$ cat src/rtl/max4_search_ctrl.sv
// Four-operand unique-maximum search: decrements nonzero operands until one survivor or none.
// Optional MAX4_FAST_STEP_EN subtracts the masked minimum each step instead of 1.
module max4_search_ctrl #(
    parameter int unsigned WIDTH = 32,
    parameter int unsigned CNT_W = 32
) (
    input  logic             clk,
    input  logic             rst,
    input  logic             start,
    input  logic [WIDTH-1:0] a0,
    input  logic [WIDTH-1:0] a1,
    input  logic [WIDTH-1:0] a2,
    input  logic [WIDTH-1:0] a3,
    output logic             busy,
    output logic             done,
    output logic [1:0]       idx,
    output logic             tie,
    output logic [WIDTH-1:0] max_val,
    output logic [CNT_W-1:0] steps
);

    typedef enum logic [1:0] {st_idle, st_run, st_done} state_t;

    state_t                  state;
    logic [3:0][WIDTH-1:0]   r_q;
    logic [3:0][WIDTH-1:0]   o_q;
    logic [3:0][WIDTH-1:0]   a_all;
    logic [3:0][WIDTH-1:0]   r_dec;
    logic [3:0]              nz;
    logic [1:0]              one_idx;
    logic [WIDTH-1:0]        sub;

    assign a_all = {a3, a2, a1, a0};

    always_comb begin
        nz      = '0;
        one_idx = '0;
        r_dec   = r_q;
        for (int i = 0; i < 4; i++) begin
            nz[i] = |r_q[i];
            if (nz[i]) one_idx = 2'(i);
        end
`ifdef MAX4_FAST_STEP_EN
        // Masked min over nonzero regs; only consumed when at least two are nonzero.
        sub = '1;
        for (int i = 0; i < 4; i++) begin
            if (nz[i] && (r_q[i] < sub)) sub = r_q[i];
        end
`else
        sub = WIDTH'(1);
`endif
        for (int i = 0; i < 4; i++) begin
            if (nz[i]) r_dec[i] = r_q[i] - sub;
        end
    end

    always_ff @(posedge clk or negedge rst) begin
        if (!rst) begin
            state   <= st_idle;
            r_q     <= '0;
            o_q     <= '0;
            busy    <= 1'b0;
            done    <= 1'b0;
            idx     <= '0;
            tie     <= 1'b0;
            max_val <= '0;
            steps   <= '0;
        end else begin
            done <= 1'b0;
            case (state)
                st_idle: begin
                    if (start) begin
                        r_q   <= a_all;
                        o_q   <= a_all;
                        steps <= '0;
                        tie   <= 1'b0;
                        busy  <= 1'b1;
                        state <= st_run;
                    end
                end
                st_run: begin
                    if ($onehot(nz)) begin
                        idx     <= one_idx;
                        max_val <= o_q[one_idx];
                        tie     <= 1'b0;
                        state   <= st_done;
                    end else if (nz == 4'b0000) begin
                        idx     <= '0;
                        max_val <= '0;
                        tie     <= 1'b1;
                        state   <= st_done;
                    end else begin
                        r_q <= r_dec;
                        if (steps != {CNT_W{1'b1}}) steps <= steps + 1'b1;
                    end
                end
                st_done: begin
                    // Result pulse is registered on the way out, landing in the following cycle.
                    done  <= 1'b1;
                    busy  <= 1'b0;
                    state <= st_idle;
                end
                default: state <= st_idle;
            endcase
        end
    end

endmodule

$ cat config.mk
export PLATFORM = sky130hd
export DESIGN_NAME = max4_search_ctrl
export DESIGN_NICKNAME = d
export VERILOG_FILES = /design/src/rtl/max4_search_ctrl.sv
export SDC_FILE = /design/constraint.sdc
export NUM_CORES = 1
export LEC_CHECK = 0
export CAP_MARGIN = 25
export CORE_MARGIN = 4
export CORE_UTILIZATION = 30
export CTS_CLUSTER_DIAMETER = 150
export CTS_CLUSTER_SIZE = 20
export DETAILED_ROUTE_END_ITERATION = 8
export GPL_TIMING_DRIVEN = 0
export PLACE_DENSITY_LB_ADDON = 0.2
export SYNTH_ARGS = -nofsm -noshare
export SYNTH_HDL_FRONTEND = slang
export SYNTH_SLANG_ARGS = --single-unit
$ cat constraint.sdc
create_clock -name clk -period 7 [get_ports clk]
set_input_delay 1.4 -clock clk [delete_from_list [all_inputs] [get_ports clk]]
set_output_delay 1.4 -clock clk [all_outputs]
set_load 0.01 [all_outputs]
# Yosys cells after proc, flatten, opt, wreduce, memory -nomap -nowiden
# Index checks and enable logic that the tools add are counted.
# classes
bitwise,0
n_shift,0
magnitude_cmp,1
eq_ne,13
n_mux,33
addsub,8
n_reduce_logical,19
mul,0
div,0
# op_table
operator,n
two-way mux 128 bit,3
two-way mux 32 bit,11
one-hot mux 128 bit (2 select lines),1
OR reduction 32 bit,4
"subtractor 32 x 1 -> 32 bit, second input constant",4
binary-select mux 32 bit (select 2 bit),1
one-hot mux 32 bit (2 select lines),1
"adder 32 x 1 -> 32 bit, second input constant",1
"!= test 32 bit, second input constant",1
AND reduction 5 bit,5
"!= test 2 bit, second input constant",8
two-way mux 2 bit,7
AND reduction 2 bit,4
two-way mux 1 bit,6
nonzero test 2 bit,3
adder 1 x 1 -> 2 bit,2
zero test 4 bit,1
one-hot mux 1 bit (2 select lines),2
one-hot mux 2 bit (2 select lines),1
adder 2 x 2 -> 3 bit,1
"== test 3 x 1 -> 1 bit, second input constant",1
"< comparator 2 x 3 -> 1 bit, second input constant",1
"!= test 3 bit, second input constant",1
AND reduction 3 bit,1
other kinds (3),3
# word_totals
ram_bits,0
ff_bits,327
output_inout_bits,69
mem_count,0
input_bits,131
latch_bits,0
rom_bits,0
elab_cells,89

# Longest topological paths before layout
# logic_depth
word_depth,7
depth_mapped,18
mapped_depth_nobuf,14

# Worst setup path after synthesis
# No wires, ideal clock.
# synth_timing
path_type,register to register
startpoint,register r_q[44] (netlist bit)
endpoint,register steps[30]
stages_incl_launch_ff,18
path_buffers,5
path_slack_ps,2130
period_less_slack_ps,4870
required_ps,6922
arrival_ps,4792
cell_sequence,dfrtp_1 -> or4_1 -> buf_2 -> or4b_4 -> nor4_4 -> buf_6 -> buf_6 -> inv_1 -> fa_1 -> ha_1 -> ha_1 -> nor3b_1 -> a211o_1 -> buf_1 -> a31o_2 -> buf_2 -> or4b_2 -> a21oi_1
# synth_via
elab_chain_cells,6
# synth_lines
item,line_no,text
start: declaration,25,logic [3:0][WIDTH-1:0] r_q;
start signal: assignment,73,r_q <= a_all;
start signal: assignment,93,r_q <= r_dec;
OR reduction 32 bit (*),40,nz[i] = |r_q[i];
adder 1 x 1 -> 2 bit (implied by the code),82,if ($onehot(nz)) begin
adder 2 x 2 -> 3 bit (implied by the code),82,
== test 3 x 1 -> 1 bit,82,
!= test 2 bit (no line),--,
AND reduction 5 bit (no line) (*),--,
end signal: assignment,94,if (steps != {CNT_W{1'b1}}) steps <= steps + 1'b1;
end: declaration,19,output logic [CNT_W-1:0] steps
# Every way passes the cells marked *; elsewhere a longest branch is shown, timed or not.
# A chain may end at the register's enable or synchronous reset.

# Worst setup path in the final report
# layout_timing
startpoint,register r_q[68] (netlist bit)
endpoint,register r_q[2] (netlist bit)
# layout_via
elab_chain_cells,6
# layout_lines
item,line_no
OR reduction 32 bit (*),40
adder 1 x 1 -> 2 bit (implied by the code),82
adder 2 x 2 -> 3 bit (implied by the code),82
== test 3 x 1 -> 1 bit,82
!= test 2 bit (no line),--
AND reduction 5 bit (no line) (*),--
# Marks and branches as above.

==> metrics.md <==
| Metric | Value |
|---|---|
| Compound-Gate Fraction of Synth Area | a little under a fifth |
| N_diodes | 0 |
| Avg Vias per Cell | 5.762 |
| CTS resizes | 0 |
| Area Growth Syn to Fin | 21.38% |
| Mux contribution to synthesized area | 4.126% |
| Status | complete, no violations |
| Worst-path clk slew | approximately 0.090 ns |
| First drt pass iteration count | 7 |
| Clock tree buffer depth | 3 |
| Avg Cell Area, Syn | 8.661 µm² |
| Setup crit end kind | register |
| I/O Buffers | slightly below 200 |
| Final nets | 2372 |
| H-tree depth | 1 |
| Share of cells above drive strength 1 | 4.982% |
| Critical path arrival | between 6 and 7 ns |
| DR iter-0 viols | 1897 |
| Initial antenna violation count | 1 |
| Final cell count without fillers | 2984 |
| Placed cell count | ~3000 |
| Asr flop ratio synth | between 90% and 100% |
| Final hold violation count | 0 |
| Final WL | ~77 mm |
| Routability cong. | ~0.95 |
| Std cell rows | 87 |
| Full die area | between 60000 and 70000 µm² |
| Leak | 8.796 nW |
| Tcrit/Tclk final | 93.82% |
| Number of fill cells in the layout | 5890 |
| Fin area | around 21000 µm² |
| Die height | about 250 µm |
| Grt total ovfl | 0 |
| Crit path time final | about 6.6 ns |
| Largest net degree at the start of global routing | 110 |
| Synth warnings | 0 |
| Skew-Pair Late Insertion Delay | about 0.55 ns |
| Finish-stage setup viols | 0 |
| Vias in the first global route | roughly 16000 |
| Post-synthesis simple-gate area fraction | roughly a quarter |
| Max Slew Vio Count | 0 |
| Syn nets | ~2100 |
| Total track usage | 24.24% |
| CTS Buf Count | 20 |
| Via count | ~17000 |
| Max cap viols | 0 |
| Startpoint type of the worst setup path | register |
| Peak supply drop | between 150 and 200 µV |
| CTS sink count | roughly 330 |
| Post-DP HPWL | around 58 mm |
| Initial Util | between 30% and 40% |
| Synth unique cells | 74 |
| Post-route DRC | 0 |
| Largest family of logic cells by synthesized area | simple AND/OR/NAND/NOR gates |
| Commonest non-fill, non-tap cell in the layout | nand2_1 |
| Post-Place Cell Area | 20420 µm² |
| Worst slew margin | a little over a fifth |
| Main synth FF type | dfrtp_1 |
| Synthesized area | ~17000 µm² |
| Slew at the pin with the worst max-slew slack | roughly 1.2 ns |
| Hold Buf Count CTS | 0 |
| Register bit count reported by yosys | approximately 330 |
| Final ANT Viol Nets | 0 |
| EDFF count, synth | 0 |
| F_max | between 0.15 and 0.2 GHz |
| Critical path's largest stage delay | 0.92 ns |
| PwrDens | 224.9 nW/µm² |
| Min-delay worst type | register to register |
| Mapped Cells | 1996 |
| CP max-delay cell | nor4_1 |
| Most frequent cells in the layout | nand2_1, dfrtp_1, clkdlybuf4s50_1 |
| Adder-Cell Fraction of Synth Area | 0.9844% |
| CTS root buf | clkbuf_16 |
| First-pass GRT wire length | roughly 110 mm |
| Post-CTS setup buffers | 0 |
| I/O Pins | 200 |
| Register area share after synthesis | a little under half |
| Synth Area in XOR/XNOR | 0% |
| R2r setup slk | 0.43 ns |
| Routed len/inst | 25.76 µm |
| Die X-Extent | 248.0 µm |
| CTS tree | yes |
| Critical Path Fanout Max | 10 |
| CP required | 7.40 ns |
| Post-route core utilization | a little under two fifths |
| Worst Skew | approximately 0.018 ns |
| Worst Path Class, Setup | register to register |
| Cell Chain, Critical Path | clkbuf_1 -> nor4_1 -> nand4_1 -> nor4_2 -> buf_4 -> buf_2 -> inv_1 -> ha_1 -> ha_1 -> nor3b_1 -> a211o_1 -> buf_1 -> nor2_1 -> clkbuf_1 -> a311oi_1 -> a311oi_1 |
| RSZ-0062 raised after global routing | false |
| Core Region | 56710 µm² |
-- worst max-delay path, delay by kind of cell, from the launching register on --
| kind | cells | cell delay, ns |
|---|---|---|
| DFF | 1 | 0.37 |
| and+or+nand+nor | 5 | 2.77 |
| adders and majority gates | 2 | 0.48 |
| buffers and inverters | 6 | 2.14 |
| AOI/OAI and AO/OA | 3 | 0.64 |
-- logic make-up (layout without fill, tap and decap cells) --
logic type | count (synthesis) | count (layout)
muxes | 67 | 67
DFF | 327 | 327
and+or+nand+nor | 916 | 916
buffers and inverters | 157 | 389
adders and majority gates | 13 | 13
AOI/OAI and AO/OA | 516 | 516
-- worst paths after layout --
path | cells past startpoint | start | endpoint
max reg2reg | 16 | r_q[68] | r_q[2]
min | 2 | o_q[46] | o_q[46]
min reg2reg | 2 | o_q[46] | o_q[46]
max in group asynchronous | 3 | rst | steps[11]
max | 16 | r_q[68] | r_q[2]
min in group asynchronous | 1 | rst | r_q[49]
-- area by class of cell --
| class | count | area [µm²] | area share (%) |
|---|---|---|---|
| well taps | 756 | 945.9 | 4.508 |
| multi-input cells | 1512 | 8458 | 40.31 |
| flip-flops and latches | 327 | 8183 | 39.00 |
| clock inverters | 1 | 16.27 | 0.07752 |
| inverters | 23 | 86.33 | 0.4114 |
| clock buffers | 21 | 525.5 | 2.504 |
| plain buffers | 134 | 565.5 | 2.695 |
| repair buffers | 210 | 2202 | 10.49 |
-- registers in the layout, indices dropped and copies added (netlist names) --
signal / flops
state: 2
r_q: 128
o_q: 128
done: 1
busy: 1
idx: 2
tie: 1
max_val: 32
steps: 32
-- per-layer routing --
layer / up-vias / share of wire, % / global-route usage [%]
met5: - / 0.017 / 0
met4: 2 / 3.5 / 7.616
met3: 130 / 8.2 / 4.403
met2: 877 / 44 / 37.36
met1: 8558 / 44 / 34.68
li1: 7626 / - / -
-- per-stage QoR --
step / hold WS [ns] / total power (W) / worst slack [ns] / setup TNS (ns)
4_1_cts: 0.4769 / 0.004724 / 0.7133 / 0
3_5_place_dp: 0.4584 / 0.003489 / 0.7437 / 0
3_3_place_gp: 0.4510 / 0.003456 / -10.77 / -3506.00
6_report: 0.4722 / 0.004720 / 0.4327 / 0
5_1_grt: 0.4940 / 0.004953 / 0.3117 / 0
2_1_floorplan: 0.4380 / 0.003025 / 2.130 / 0
-- synth_stat cells (10+ instances only) --
cell	count	area [µm²]
mux2_1	18	202.7
buf_2	13	65.06
a2bb2oi_1	12	105.1
nand4_1	25	156.4
o21ai_1	19	95.09
clkbuf_1	103	386.6
or4_1	19	142.6
nand3_1	50	250.2
o32ai_1	11	96.34
or2_2	13	81.33
mux2i_1	33	330.3
o31ai_1	10	75.07
nor4_1	44	275.3
mux2_2	16	180.2
o22ai_1	18	112.6
ha_1	12	150.1
or3_1	41	256.5
nor3_1	47	235.2
nand2_1	478	1794
o2bb2ai_1	16	140.1
nor2_1	115	431.7
and3_1	16	100.1
a21oi_1	139	695.7
o211ai_1	10	75.07
a22oi_1	49	367.9
dfrtp_1	327	8183
o21ai_0	147	735.7
inv_1	22	82.58
-- where the power goes --
part | switching [W] | leakage (nW) | total, W | internal, W
combinational | 0.000529 | 4.36 | 0.000973 | 0.000444
clock | 0.000696 | 0.266 | 0.00124 | 0.000540
sequential | 0.000331 | 4.17 | 0.00251 | 0.00218
total | 0.00156 | 8.80 | 0.00472 | 0.00316
(Power assumes the default switching activity.)
